$ cat config.mk
export PLATFORM = sky130hd
export DESIGN_NAME = uart_cmd_parser
export DESIGN_NICKNAME = d
export VERILOG_FILES = /design/src/rtl/uart_cmd_pkg.sv /design/src/rtl/hex_ascii_decode.sv /design/src/rtl/uart_cmd_parser.sv
export SDC_FILE = /design/constraint.sdc
export NUM_CORES = 1
export LEC_CHECK = 0
export CELL_PAD_IN_SITES_DETAIL_PLACEMENT = 1
export CELL_PAD_IN_SITES_GLOBAL_PLACEMENT = 1
export CORE_MARGIN = 4
export CORE_UTILIZATION = 39
export CTS_CLUSTER_SIZE = 28
export DETAILED_ROUTE_END_ITERATION = 12
export PLACE_DENSITY_LB_ADDON = 0.05
export SYNTH_ARGS = -nofsm -noshare
export SYNTH_HDL_FRONTEND = slang
export SYNTH_SLANG_ARGS = --single-unit
$ cat constraint.sdc
create_clock -name clk -period 3.4 [get_ports clk]
set_input_delay 1.02 -clock clk [delete_from_list [all_inputs] [get_ports clk]]
set_output_delay 1.02 -clock clk [all_outputs]
set_load 0.05 [all_outputs]
$ cat src/rtl/uart_cmd_pkg.sv
// Shared types and ASCII constants for the UART command parser.
package uart_cmd_pkg;

    typedef enum logic [3:0] {
        S_IDLE,
        S_ADDR,
        S_SEP,
        S_LEN,
        S_EOL,
        S_RDREQ,
        S_RDWAIT,
        S_TXREQ,
        S_TXWAIT,
        S_ERR
    } state_t;

    // What the byte currently in the tx handshake is, so TXWAIT knows where to go next.
    typedef enum logic [1:0] {
        TX_DATA,
        TX_ERR,
        TX_ECHO
    } tx_kind_t;

    localparam logic [7:0] CH_R     = 8'h52;
    localparam logic [7:0] CH_R_LC  = 8'h72;
    localparam logic [7:0] CH_COMMA = 8'h2C;
    localparam logic [7:0] CH_CR    = 8'h0D;
    localparam logic [7:0] CH_LF    = 8'h0A;
    localparam logic [7:0] CH_SPACE = 8'h20;
    localparam logic [7:0] CH_QMARK = 8'h3F;

    function automatic logic [4:0] hex_nibble(input logic [7:0] ch);
        logic [4:0] res;
        res = 5'b0;
        if (ch >= 8'h30 && ch <= 8'h39) begin
            res = {1'b1, ch[3:0]};
        end else if ((ch >= 8'h41 && ch <= 8'h46) || (ch >= 8'h61 && ch <= 8'h66)) begin
            res = {1'b1, ch[3:0] + 4'd9};
        end
        return res;
    endfunction

endpackage

$ cat src/rtl/hex_ascii_decode.sv
// Combinational ASCII hex digit decoder (0-9, A-F, a-f).
module hex_ascii_decode
    import uart_cmd_pkg::*;
(
    input  logic [7:0] ch,
    output logic       valid,
    output logic [3:0] nibble
);

    assign {valid, nibble} = hex_nibble(ch);

endmodule

$ cat src/rtl/uart_cmd_parser.sv
// Parses "Raaaaaa,ll<CR|LF>" from uart_rx, reads flash byte by byte and streams bytes to uart_tx.
// Optional feature macro CMD_ECHO_EN: echo every consumed command character to uart_tx.
module uart_cmd_parser
    import uart_cmd_pkg::*;
#(
    parameter int ADDR_W       = 24,
    parameter int IDLE_TIMEOUT = 0
) (
    input  logic              clk,
    input  logic              rst,
    input  logic              rx_valid,
    input  logic [7:0]        rx_data,
    output logic              rx_read,
    output logic              rd_req,
    output logic [ADDR_W-1:0] rd_addr,
    input  logic              rd_ready,
    input  logic [7:0]        rd_data,
    output logic              tx_write,
    output logic [7:0]        tx_data,
    input  logic              tx_ready,
    output logic              busy
);

    localparam logic [3:0] LAST_ADDR_DIGIT = 4'(ADDR_W / 4 - 1);

    state_t   state, state_next, parse_next, ret_state;
    tx_kind_t tx_kind;
    logic [8:0] count;
    logic [3:0] digit_cnt;
    logic       first_wait;
    logic       hex_valid;
    logic [3:0] hex_val;
    logic       in_cmd, is_eol, timeout_hit, tx_done;

    hex_ascii_decode u_hex (
        .ch     (rx_data),
        .valid  (hex_valid),
        .nibble (hex_val)
    );

    assign in_cmd   = state inside {S_ADDR, S_SEP, S_LEN, S_EOL};
    assign rx_read  = rx_valid && (in_cmd || state == S_IDLE);
    assign is_eol   = (rx_data == CH_CR) || (rx_data == CH_LF);
    assign tx_done  = (state == S_TXWAIT) && !first_wait && tx_ready;
    assign rd_req   = (state == S_RDREQ);
    assign tx_write = (state == S_TXREQ) && tx_ready;
    assign busy     = (state != S_IDLE);

    generate
        if (IDLE_TIMEOUT > 0) begin : g_timeout
            logic [31:0] idle_cnt;
            always_ff @(posedge clk) begin
                if (rst || rx_read || !in_cmd) idle_cnt <= '0;
                else                           idle_cnt <= idle_cnt + 32'd1;
            end
            assign timeout_hit = in_cmd && !rx_valid && (idle_cnt == 32'(IDLE_TIMEOUT - 1));
        end else begin : g_no_timeout
            assign timeout_hit = 1'b0;
        end
    endgenerate

    always_ff @(posedge clk) begin
        if (rst) state <= S_IDLE;
        else     state <= state_next;
    end

    // parse_next is where the command grammar goes; the echo path parks it in ret_state.
    always_comb begin
        parse_next = state;
        case (state)
            S_IDLE: if (rx_valid) begin
                if (rx_data == CH_R || rx_data == CH_R_LC) parse_next = S_ADDR;
                else if (!(is_eol || rx_data == CH_SPACE)) parse_next = S_ERR;
            end
            S_ADDR: if (rx_valid) begin
                if (!hex_valid)                         parse_next = S_ERR;
                else if (digit_cnt == LAST_ADDR_DIGIT)  parse_next = S_SEP;
            end
            S_SEP:  if (rx_valid) parse_next = (rx_data == CH_COMMA) ? S_LEN : S_ERR;
            S_LEN: if (rx_valid) begin
                if (!hex_valid)              parse_next = S_ERR;
                else if (digit_cnt == 4'd1)  parse_next = S_EOL;
            end
            S_EOL:  if (rx_valid) parse_next = is_eol ? S_RDREQ : S_ERR;
            default: ;
        endcase
        if (timeout_hit) parse_next = S_ERR;

        state_next = parse_next;
        case (state)
            S_RDREQ:  state_next = S_RDWAIT;
            S_RDWAIT: if (rd_ready) state_next = S_TXREQ;
            S_TXREQ:  if (tx_ready) state_next = S_TXWAIT;
            S_TXWAIT: if (tx_done) begin
                case (tx_kind)
                    TX_DATA: state_next = (count == 9'd1) ? S_IDLE : S_RDREQ;
                    TX_ECHO: state_next = ret_state;
                    default: state_next = S_IDLE;
                endcase
            end
            S_ERR:    state_next = S_TXREQ;
            default: ;
        endcase
`ifdef CMD_ECHO_EN
        if (rx_read) state_next = S_TXREQ;
`endif
    end

    // Length 00 is widened to 256 when the line terminator arrives.
    always_ff @(posedge clk) begin
        if (rst) begin
            rd_addr    <= '0;
            tx_data    <= '0;
            count      <= '0;
            digit_cnt  <= '0;
            first_wait <= 1'b0;
            tx_kind    <= TX_DATA;
            ret_state  <= S_IDLE;
        end else begin
            first_wait <= (state == S_TXREQ);
            case (state)
                S_IDLE: if (rx_read) digit_cnt <= '0;
                S_ADDR: if (rx_read && hex_valid) begin
                    rd_addr   <= {rd_addr[ADDR_W-5:0], hex_val};
                    digit_cnt <= (digit_cnt == LAST_ADDR_DIGIT) ? 4'd0 : digit_cnt + 4'd1;
                end
                S_LEN: if (rx_read && hex_valid) begin
                    count     <= {1'b0, count[3:0], hex_val};
                    digit_cnt <= digit_cnt + 4'd1;
                end
                S_EOL: if (rx_read && is_eol && count[7:0] == 8'd0) count <= 9'd256;
                S_RDREQ:  tx_kind <= TX_DATA;
                S_RDWAIT: if (rd_ready) tx_data <= rd_data;
                S_TXWAIT: if (tx_done && tx_kind == TX_DATA) begin
                    rd_addr <= rd_addr + ADDR_W'(1);
                    count   <= count - 9'd1;
                end
                S_ERR: begin
                    tx_data <= CH_QMARK;
                    tx_kind <= TX_ERR;
                end
                default: ;
            endcase
`ifdef CMD_ECHO_EN
            if (rx_read) begin
                tx_data   <= rx_data;
                tx_kind   <= TX_ECHO;
                ret_state <= parse_next;
            end
`endif
        end
    end

endmodule

# Word level (Yosys, flattened, before mapping)
# Cells that the tools add are included.
classes:
  n_addsub: 4
  order_cmp: 6
  n_eq_ne: 24
  n_mux: 37
  n_reduce_logical: 31
ops:
  columns: ["op", "n"]
  rows:
  - ["2-to-1 mux 4 bit", 20]
  - ["2-to-1 mux 24 bit", 2]
  - ["one-hot mux 24 bit (2 select lines)", 1]
  - ["one-hot mux 4 bit (5 select lines)", 2]
  - ["2-to-1 mux 9 bit", 3]
  - ["one-hot mux 9 bit (3 select lines)", 1]
  - ["adder 24 x 1 -> 24 bit (second input constant)", 1]
  - ["equality test 4 x 3 -> 1 bit (second input constant)", 5]
  - ["equality test 8 x 4 -> 1 bit (second input constant)", 2]
  - ["equality test 8 x 6 -> 1 bit (second input constant)", 2]
  - ["equality test 8 x 7 -> 1 bit (second input constant)", 2]
  - ["greater-or-equal comparator 8 x 7 -> 1 bit (second input constant)", 2]
  - ["<= comparator 8 x 7 -> 1 bit (second input constant)", 2]
  - ["one-hot mux 8 bit (2 select lines)", 1]
  - ["one-hot mux 4 bit (3 select lines)", 1]
  - ["logical AND 1 bit", 11]
  - ["2-to-1 mux 5 bit", 2]
  - ["equality test 9 x 1 -> 1 bit (second input constant)", 1]
  - ["subtractor 9 x 1 -> 9 bit (second input constant)", 1]
  - ["equality test 4 x 1 -> 1 bit (second input constant)", 2]
  - ["equality test 4 x 2 -> 1 bit (second input constant)", 2]
  - ["equality test 4 bit (second input constant)", 2]
  - ["greater-or-equal comparator 8 x 6 -> 1 bit (second input constant)", 1]
  - ["<= comparator 8 x 6 -> 1 bit (second input constant)", 1]
  - ["18 further kinds", 32]
totals:
  reg_bits: 52
  inputBits: 21
  word_cells: 109

# Longest topological paths before layout
# Gate-level depths: netlist (run 1).
logic_depth:
  word_depth: 10
  depth_mapped: 9
  depth_no_buf: 8

# Hierarchy
# Synthesis (run 1) repeated with hierarchy kept, for this count alone.
unflattened:
  hier_cells: 481
  area_unflattened_um2: 3652.3
by_module_without_submodules:
  columns: ["module", "n_inst", "cells_per_inst", "area_per_inst_um2", "seq_area_each_um2"]
  rows:
  - ["uart_cmd_parser", 1, 456, 3450.8, 1021.0]
  - ["hex_ascii_decode", 1, 25, 201.4, 0.0]

# Worst setup path before layout (run 1)
# Ideal clock, no wire load.
synth_path:
  kind: "input port to output port"
  from: "input port rx_valid"
  to: "output port rx_read"
  arrival_ns: 1.862
  t_required_ns: 2.380
  slack_ns: 0.518
  stages: 2
  path_cell_list: "nand2b_1 -> a21oi_1"
synth_between:
  elab_chain_len: 1
synth_lines:
  columns: ["item", "line", "source"]
  rows:
  - ["start, declared", "uart_cmd_parser.sv:11", "input logic rx_valid,"]
  - ["logical AND 1 bit", "uart_cmd_parser.sv:42", "assign rx_read = rx_valid && (in_cmd || state == S_IDLE);"]
  - ["end, declared", "uart_cmd_parser.sv:13", "output logic rx_read,"]
# Every way passes these cells.

# Worst setup path after layout (run 1)
layout_path:
  from: "input port rx_data[0]"
  to: "register count[6]"
layout_between:
  elab_chain_len: 8
layout_lines:
  columns: ["item", "line", "source"]
  rows:
  - ["start, declared", "uart_cmd_parser.sv:12", "input logic [7:0] rx_data,"]
  - ["greater-or-equal comparator 8 x 7 -> 1 bit or <= comparator 8 x 7 -> 1 bit (tied branches)", "uart_cmd_pkg.sv:37", "end else if ((ch >= 8'h41 && ch <= 8'h46) || (ch >= 8'h61 && ch <= 8'h66)) begin"]
  - ["logical AND 1 bit", "uart_cmd_pkg.sv:37", null]
  - ["logical OR 1 bit", "uart_cmd_pkg.sv:37", null]
  - ["2-to-1 mux 5 bit", "uart_cmd_pkg.sv:37", null]
  - ["2-to-1 mux 5 bit", "uart_cmd_pkg.sv:35", "if (ch >= 8'h30 && ch <= 8'h39) begin"]
  - ["logical AND 1 bit", "uart_cmd_parser.sv:127", "S_LEN: if (rx_read && hex_valid) begin"]
  - ["inequality test 2 x 1 -> 1 bit (no source line)", null, null]
  - ["AND reduction 4 bit (no source line) (*)", null, null]
  - ["end signal, assigned", "uart_cmd_parser.sv:128", "count <= {1'b0, count[3:0], hex_val};"]
  - ["end signal, assigned", "uart_cmd_parser.sv:136", "count <= count - 9'd1;"]
  - ["end, declared", "uart_cmd_parser.sv:28", "logic [8:0] count;"]
# Mark *: on every way between the ends. The rest lies on a longest branch, timed or not.
# A chain may end at the register's enable or synchronous reset.

==> results of run 1 <==
-- per-layer routing --
metal	global-route usage (%)	up-vias	wire length (µm)
met5	0	-	0
met4	4.09	0	96
met3	2.82	13	418
met2	34.1	78	4920
met1	30.7	1796	5360
li1	-	1810	-
-- state kept, by name, summed over array words and instances (netlist names) --
name,cells
first_wait,1
rd_addr,24
count,9
tx_data,8
state,4
digit_cnt,4
tx_kind,1
-- per-stage QoR --
stage / total power, µW / hold slack [ns] / util (%) / area (µm²) / std cells
floorplan: 1620 / 0.473 / - / 3430 / 447
global placement: 1960 / 0.484 / 50.9 / 4260 / 608
detailed placement: 2000 / 0.501 / 50.9 / 4260 / 608
CTS: 2490 / 0.517 / 52.3 / 4380 / 616
global route: 2670 / 0.563 / 52.5 / 4400 / 618
finish: 2490 / 0.510 / 52.5 / 4400 / 618
-- tightest hold or removal path, delay by kind of cell (launching register included) --
kind,cells,cell delay [ns]
and+or+nand+nor,1,0.07
AOI/OAI and AO/OA,1,0.06
DFF,1,0.34
-- where the power goes --
part	internal (µW)	leakage, µW	switching (µW)
Sequential	677	0.000413	108
Clock	243	0.0000618	220
Combinational	477	0.00115	766
-- synthesized netlist by cell type (all sizes together) (4+ instances only) --
cell type  count
a211oi        13
a21oi         52
a22oi          4
a31oi          6
and3           6
buf            7
clkbuf        23
dfxtp         51
ha            10
inv            9
mux2i         10
nand2         39
nand2b         8
nand3         17
nand4          6
nor2          42
nor2b          4
nor3          17
nor3b          4
nor4           5
o21ai         28
o22ai          5
o31ai         12
o32ai          6
or2            4
-- logic make-up (layout without fill, tap and decap cells) --
kind of cell,count (synthesis),after routing,share of synthesized area (%)
adders and majority gates,10,10,3.65
buffers and inverters,39,105,4.67
muxes,10,10,2.92
DFF,51,51,29.8
AOI/OAI and AO/OA,157,157,30.8
and+or+nand+nor,175,175,26.9
xor gates and xnor gates,5,5,1.28
-- area by class of cell --
class | count | area (µm²) | area share, %
Clock buffer | 6 | 82.6 | 1.88
Clock inverter | 2 | 38.8 | 0.881
Inverter | 9 | 33.8 | 0.767
Multi-Input combinational cell | 357 | 2260 | 51.3
Sequential cell | 51 | 1020 | 23.2
Tap cell | 105 | 131 | 2.98
Timing Repair Buffer | 88 | 838 | 19.0
-- worst min-delay path by stage --
stage          cells after the start          end  slack [ns]        start
2_1_floorplan                      2   tx_kind[0]        0.47   tx_kind[0]
5_1_grt                            2  rd_addr[23]        0.56  rd_addr[23]
3_5_place_dp                       2  rd_addr[23]        0.50  rd_addr[23]
4_1_cts                            2  rd_addr[23]        0.52  rd_addr[23]
6_report                           2  rd_addr[23]        0.51  rd_addr[23]
3_3_place_gp                       2  rd_addr[23]        0.48  rd_addr[23]
-- timing repair --
| action | CTS | global route |
|---|---|---|
| buffers inserted | 0 | 2 |
| endpoints found under the setup margin | 0 | 4 |
| gates resized for setup | 0 | 1 |
==> impl_metrics.prom, run 1 <==
# TYPE chip_impl_metric gauge
chip_impl_metric{name="cp.depth",unit=""} 10
chip_impl_metric{name="cp.required",unit="ns"} 3.63
chip_impl_info{name="critical_path.startpoint_type",value="input pin"} 1
chip_impl_metric{name="pre_cts_ws",unit="ns"} -0.159
chip_impl_info{name="crit_family",value="compound AO/OA/AOI/OAI gates"} 1
chip_impl_metric{name="routedWlPerCell",unit="µm"} 17.5
chip_impl_metric{name="gpl.final_weighted_congestion",unit=""} 0.867
chip_impl_metric{name="post-dp-hpwl",unit="µm"} 7790
chip_impl_metric{name="route.detailed.drc",unit=""} 0
chip_impl_metric{name="drt-vias-per-instance",unit=""} 5.98
chip_impl_metric{name="drt_pass1_iterations",unit=""} 4
chip_impl_metric{name="finalSetupViolations",unit=""} 0
chip_impl_metric{name="fillCellCount",unit=""} 1024
chip_impl_metric{name="postSynthAreaPerCell",unit="µm²"} 7.67
chip_impl_info{name="rsz0062_at_grt",value="no"} 1
chip_impl_metric{name="cts.htree.levels",unit=""} 2
chip_impl_metric{name="path_buf_inv",unit=""} 3
chip_impl_metric{name="post_route_cells_drive_above_1_share",unit="%"} 12.1
chip_impl_metric{name="grt_util_all_layers",unit="%"} 21.3
chip_impl_metric{name="worst_slew_pin_slew",unit="ns"} 0.676
chip_impl_metric{name="cts-root-to-sink-buffers",unit=""} 2
chip_impl_metric{name="antenna-diode-count",unit=""} 0
chip_impl_metric{name="yosys_register_bits",unit=""} 51
chip_impl_metric{name="synth_sequential_area_ratio",unit="%"} 29.8
chip_impl_info{name="slowest_cp_cell",value="sky130_fd_sc_hd__or4_1"} 1
chip_impl_info{name="tritoncts",value="yes"} 1
chip_impl_metric{name="yosys_warning_count",unit=""} 0
chip_impl_metric{name="die_area",unit="µm²"} 10400
chip_impl_metric{name="grt_antenna_before_repair",unit=""} 0
chip_impl_metric{name="post_synth_num_cell_types",unit=""} 69
chip_impl_metric{name="worstSkewPairLatency",unit="ns"} 0.31
chip_impl_metric{name="critPathArrivalTime",unit="ns"} 3.44
chip_impl_metric{name="final.min_clock_period",unit="ns"} 3.21
chip_impl_metric{name="crit_fanout",unit=""} 7
chip_impl_metric{name="grt_max_degree",unit=""} 38
chip_impl_metric{name="timing.fmax",unit="MHz"} 311
chip_impl_info{name="layout.cells.most_common_list",value="52 x sky130_fd_sc_hd__a21oi_1, 52 x sky130_fd_sc_hd__clkdlybuf4s50_1, 51 x sky130_fd_sc_hd__dfxtp_1"} 1
chip_impl_metric{name="cts_made_buffers",unit=""} 5
chip_impl_metric{name="cts-hold-fix-buffers",unit=""} 0
chip_impl_metric{name="wl",unit="µm"} 10800
chip_impl_metric{name="post_route_worst_setup_slack",unit="ns"} 0.188
chip_impl_metric{name="core-area",unit="µm²"} 8380
chip_impl_info{name="ys_dominant_reg_cell",value="sky130_fd_sc_hd__dfxtp_1"} 1
chip_impl_info{name="outcome",value="finished, final reports clean"} 1
chip_impl_info{name="worst_reg2reg_path_startpoint",value="state[1]"} 1
chip_impl_metric{name="mappedNetlistNets",unit=""} 478
chip_impl_metric{name="postSynthCellCount",unit=""} 447
chip_impl_metric{name="area.growth.synth_to_final",unit="%"} 28.5
chip_impl_metric{name="fin_crit_sh",unit="%"} 94.5
chip_impl_metric{name="die_y",unit="µm"} 102
chip_impl_info{name="clk_root_buffer_cell",value="sky130_fd_sc_hd__clkbuf_8"} 1
chip_impl_metric{name="numPortBuffers",unit=""} 56
chip_impl_metric{name="r2r_setup_slack",unit="ns"} 0.77
chip_impl_metric{name="p_leak",unit="µW"} 0.00162
chip_impl_metric{name="route.vias.total",unit=""} 3697
chip_impl_metric{name="drt_iter0_markers",unit=""} 206
chip_impl_metric{name="finalSetupTns",unit="ns"} 0
chip_impl_info{name="holdCritPathClass",value="flip-flop to flip-flop"} 1
chip_impl_info{name="regToRegEndpoint",value="rd_addr[8]"} 1
chip_impl_info{name="synth_top_cell_by_area",value="sky130_fd_sc_hd__dfxtp_1"} 1
chip_impl_metric{name="initial_utilization",unit="%"} 40.9
chip_impl_metric{name="maxCapViolCount",unit=""} 0
chip_impl_metric{name="grt_pass1_vias",unit=""} 3638
chip_impl_metric{name="synth_edf_count",unit=""} 0
chip_impl_metric{name="reg2regPathDepth",unit=""} 5
chip_impl_metric{name="clkSlewWorstSetupHoldPaths",unit="ns"} 0.10
chip_impl_metric{name="synth_top_area_share",unit="%"} 29.8
chip_impl_metric{name="asyncSetResetFlopFracSynth",unit="%"} 0
chip_impl_metric{name="rows",unit=""} 33
chip_impl_metric{name="ant_nets",unit=""} 0
chip_impl_metric{name="ios",unit=""} 57
chip_impl_info{name="path_class",value="input pin to flip-flop"} 1
chip_impl_info{name="path_cells",value="clkdlybuf4s50_1 -> inv_1 -> ha_1 -> mux2i_1 -> or4_1 -> a211oi_2 -> a21boi_4 -> buf_4 -> nor2_1 -> a211oi_1"} 1
chip_impl_metric{name="pins_over_slew_limit",unit=""} 0
chip_impl_metric{name="global_route_wire_length_before_repair",unit="µm"} 18200
chip_impl_metric{name="worst_ir_drop_vdd",unit="V"} 0.000287
chip_impl_metric{name="power_per_cell_area",unit="nW/µm²"} 566
chip_impl_metric{name="design.final.nets",unit=""} 543
chip_impl_metric{name="timing.clock.skew",unit="ns"} 0.00929
chip_impl_info{name="element_type_at_the_critical_path_end",value="flip-flop"} 1
chip_impl_metric{name="die_w",unit="µm"} 102
chip_impl_metric{name="finalHoldViolations",unit=""} 0
chip_impl_metric{name="total_clock_sinks",unit=""} 51
chip_impl_info{name="synth_top_cells_by_area",value="sky130_fd_sc_hd__dfxtp_1 30%, sky130_fd_sc_hd__a21oi_1 7.6%, sky130_fd_sc_hd__nor2_1 4.5%"} 1
chip_impl_metric{name="crit_path_max_incr_delay",unit="ns"} 0.57
chip_impl_info{name="worst_setup_path_endpoint",value="count[6]"} 1
chip_impl_metric{name="timing.slew.headroom",unit="%"} 54.9
chip_impl_metric{name="post_synth_instance_area",unit="µm²"} 3430
chip_impl_info{name="cp-startpoint",value="rx_data[0]"} 1
chip_impl_metric{name="remaining_overflow_grt",unit=""} 0
No activity file was read; power rests on OpenSTA's default activity.
==> inputs of run 2 (changes only) <==
- CORE_UTILIZATION: 39 -> 35
- TNS_END_PERCENT: default -> 5
- clock period: 3.4 -> 2.9 ns (I/O delays scaled with it)
==> run 2 against run 1 <==
  * Cell area is 4.5% higher
  * Global-route usage is 1.7 points lower
  * Count of clock-buffer cells in the layout stayed put
  * Wire length is 4.4% higher
  * Clock skew is 0.0049 ns higher
  * Combinational power is 23% higher
  * Critical path depth is 3 lower
  * Non-clock buffer count is 16 higher
  * Die area is 11% higher
  * Worst hold slack worse by 0.012 ns
==> impl_metrics.prom, run 2 (same netlist as run 1, synthesis figures left out) <==
# TYPE chip_impl_metric gauge
chip_impl_metric{name="die_w",unit="µm"} 107
chip_impl_metric{name="area.growth.synth_to_final",unit="%"} 34.3
chip_impl_metric{name="finalHoldViolations",unit=""} 0
chip_impl_metric{name="drt_iter0_markers",unit=""} 171
chip_impl_info{name="worst_reg2reg_path_startpoint",value="state[0]"} 1
chip_impl_metric{name="ios",unit=""} 57
chip_impl_metric{name="cp.required",unit="ns"} 3.09
chip_impl_info{name="path_class",value="input pin to flip-flop"} 1
chip_impl_metric{name="global_route_wire_length_before_repair",unit="µm"} 18700
chip_impl_metric{name="core-area",unit="µm²"} 9370
chip_impl_metric{name="maxCapViolCount",unit=""} 0
chip_impl_metric{name="initial_utilization",unit="%"} 36.6
chip_impl_info{name="hold-path-endpoint",value="rd_addr[23]"} 1
chip_impl_metric{name="gpl.final_weighted_congestion",unit=""} 0.807
chip_impl_info{name="largest-register",value="rd_addr"} 1
chip_impl_metric{name="power_per_cell_area",unit="nW/µm²"} 642
chip_impl_metric{name="cts-root-to-sink-buffers",unit=""} 2
chip_impl_metric{name="route.detailed.drc",unit=""} 0
chip_impl_metric{name="antenna-diode-count",unit=""} 0
chip_impl_metric{name="remaining_overflow_grt",unit=""} 0
chip_impl_metric{name="pins_over_slew_limit",unit=""} 0
chip_impl_metric{name="die_y",unit="µm"} 107
chip_impl_metric{name="worst_ir_drop_vdd",unit="V"} 0.000312
chip_impl_metric{name="postLayoutCellArea",unit="µm²"} 4600
chip_impl_metric{name="cts_made_buffers",unit=""} 5
chip_impl_metric{name="p_leak",unit="µW"} 0.00174
chip_impl_metric{name="design.final.nets",unit=""} 559
chip_impl_metric{name="clkSlewWorstSetupHoldPaths",unit="ns"} 0.10
chip_impl_info{name="top_regs",value="rd_addr: 24 flops, count: 9 flops, tx_data: 8 flops"} 1
chip_impl_metric{name="post_route_worst_setup_slack",unit="ns"} 0.0839
chip_impl_info{name="tritoncts",value="yes"} 1
chip_impl_metric{name="finalSetupTns",unit="ns"} 0
chip_impl_info{name="holdCritPathClass",value="flip-flop to flip-flop"} 1
chip_impl_info{name="cp-startpoint",value="rx_data[2]"} 1
chip_impl_metric{name="grt_pass1_vias",unit=""} 3781
chip_impl_info{name="hold_start",value="rd_addr[23]"} 1
chip_impl_metric{name="die_area",unit="µm²"} 11400
chip_impl_metric{name="crit_fanout",unit=""} 8
chip_impl_metric{name="numPortBuffers",unit=""} 56
chip_impl_metric{name="post_route_cells_drive_above_1_share",unit="%"} 16.5
chip_impl_metric{name="fillCellCount",unit=""} 1166
chip_impl_metric{name="worst_slew_pin_slew",unit="ns"} 0.634
chip_impl_metric{name="fin_crit_sh",unit="%"} 97.1
chip_impl_metric{name="post-dp-hpwl",unit="µm"} 8200
chip_impl_metric{name="grt_antenna_before_repair",unit=""} 0
chip_impl_metric{name="worstSkewPairLatency",unit="ns"} 0.32
chip_impl_metric{name="timing.clock.skew",unit="ns"} 0.0142
chip_impl_metric{name="total_clock_sinks",unit=""} 51
chip_impl_metric{name="drt_pass1_iterations",unit=""} 4
chip_impl_info{name="layout.cells.most_common_list",value="51 x sky130_fd_sc_hd__a21oi_1, 51 x sky130_fd_sc_hd__dfxtp_1, 46 x sky130_fd_sc_hd__buf_4"} 1
chip_impl_metric{name="final.min_clock_period",unit="ns"} 2.82
chip_impl_info{name="critical_path.startpoint_type",value="input pin"} 1
chip_impl_metric{name="route.vias.total",unit=""} 3751
chip_impl_info{name="clk_root_buffer_cell",value="sky130_fd_sc_hd__clkbuf_8"} 1
chip_impl_info{name="element_type_at_the_critical_path_end",value="flip-flop"} 1
chip_impl_info{name="regToRegEndpoint",value="count[1]"} 1
chip_impl_metric{name="worst_hold_path.num_cells",unit=""} 2
chip_impl_metric{name="routedWlPerCell",unit="µm"} 17.1
chip_impl_metric{name="area_occupied_by_multi_input_gates",unit="µm²"} 2310
chip_impl_metric{name="timing.fmax",unit="MHz"} 355
chip_impl_metric{name="rows",unit=""} 35
chip_impl_metric{name="utilization",unit="%"} 49.1
chip_impl_metric{name="cts.htree.levels",unit=""} 2
chip_impl_metric{name="dpl_cell_area",unit="µm²"} 4400
chip_impl_metric{name="largest_register_ffs",unit=""} 24
chip_impl_metric{name="area.sequential",unit="µm²"} 1020
chip_impl_metric{name="hold_slack",unit="ns"} 0.498
chip_impl_metric{name="timing.slew.headroom",unit="%"} 57.6
chip_impl_metric{name="ant_nets",unit=""} 0
chip_impl_metric{name="pre_cts_ws",unit="ns"} -0.480
chip_impl_metric{name="grt_max_degree",unit=""} 43
chip_impl_metric{name="finalSetupViolations",unit=""} 0
chip_impl_metric{name="drt-vias-per-instance",unit=""} 5.71
chip_impl_metric{name="reg2regPathDepth",unit=""} 7
chip_impl_metric{name="wl",unit="µm"} 11300
chip_impl_metric{name="grt_util_all_layers",unit="%"} 19.5
chip_impl_info{name="rsz0062_at_grt",value="yes"} 1
chip_impl_info{name="outcome",value="finished, final reports clean"} 1
chip_impl_metric{name="critPathArrivalTime",unit="ns"} 3.00
chip_impl_metric{name="r2r_setup_slack",unit="ns"} 0.47
run 2: changes by cell type in the layout (fill, tap and decap cells not counted), sizes merged:
cell / previous run / this run
buf: 36 / 53
inv: 10 / 9
dlygate4sd2: 0 / 2
clkdlybuf4s50: 52 / 45
dlymetal6s2s: 0 / 4
run 2: final cells by class:
cell class | instances | share of cell area (%)
well taps | 129 | 3.51
clock buffers | 6 | 1.58
multi-input cells | 357 | 50.1
clock inverters | 1 | 0.652
flip-flops and latches | 51 | 22.2
inverters | 9 | 0.734
repair buffers | 104 | 21.3
run 2: worst max-delay path, cell delays in order:
cell                              delay, ns
sky130_fd_sc_hd__clkdlybuf4s50_1       0.51
sky130_fd_sc_hd__mux2i_1               0.11
sky130_fd_sc_hd__or4_4                 0.53
sky130_fd_sc_hd__a211oi_2              0.30
sky130_fd_sc_hd__a21boi_4              0.37
sky130_fd_sc_hd__mux2i_1               0.23
sky130_fd_sc_hd__a21oi_1               0.08
run 2: worst max-delay path by stage:
stage	end	slack (ns)	cells after the start
after global placement	count[0]	-0.36	10
after CTS	count[3]	-0.002	9
final	count[2]	0.08	7
after global routing	count[2]	-0.01	9
after detailed placement	count[7]	-0.48	9
after floorplan	rd_addr[16]	0.20	7
run 2: what timing repair did:
action	CTS	global route
hold buffers	0	0
endpoints found under the setup margin	33	30
resized for setup	10	10
setup buffers	2	3
pin swaps	3	6
run 2: layer usage:
layer	wire (µm)	GRT usage, %	vias up
met5	0	0	-
met1	5440	26.5	1850
met2	5410	33.3	59
met4	99	4.02	0
li1	-	-	1833
met3	309	2.47	9
run 2: metrics by stage:
stage,total power [µW],std cells
2_1_floorplan,1900,447
3_3_place_gp,2330,645
3_5_place_dp,2390,645
4_1_cts,2930,654
5_1_grt,3150,657
6_report,2960,657
run 2: where the power goes:
part	internal (µW)	switching, µW	leakage, µW	total [µW]
clock network	254	255	0.0000513	509
logic	596	931	0.00127	1530
registers	794	127	0.000413	921
total	1640	1310	0.00174	2960
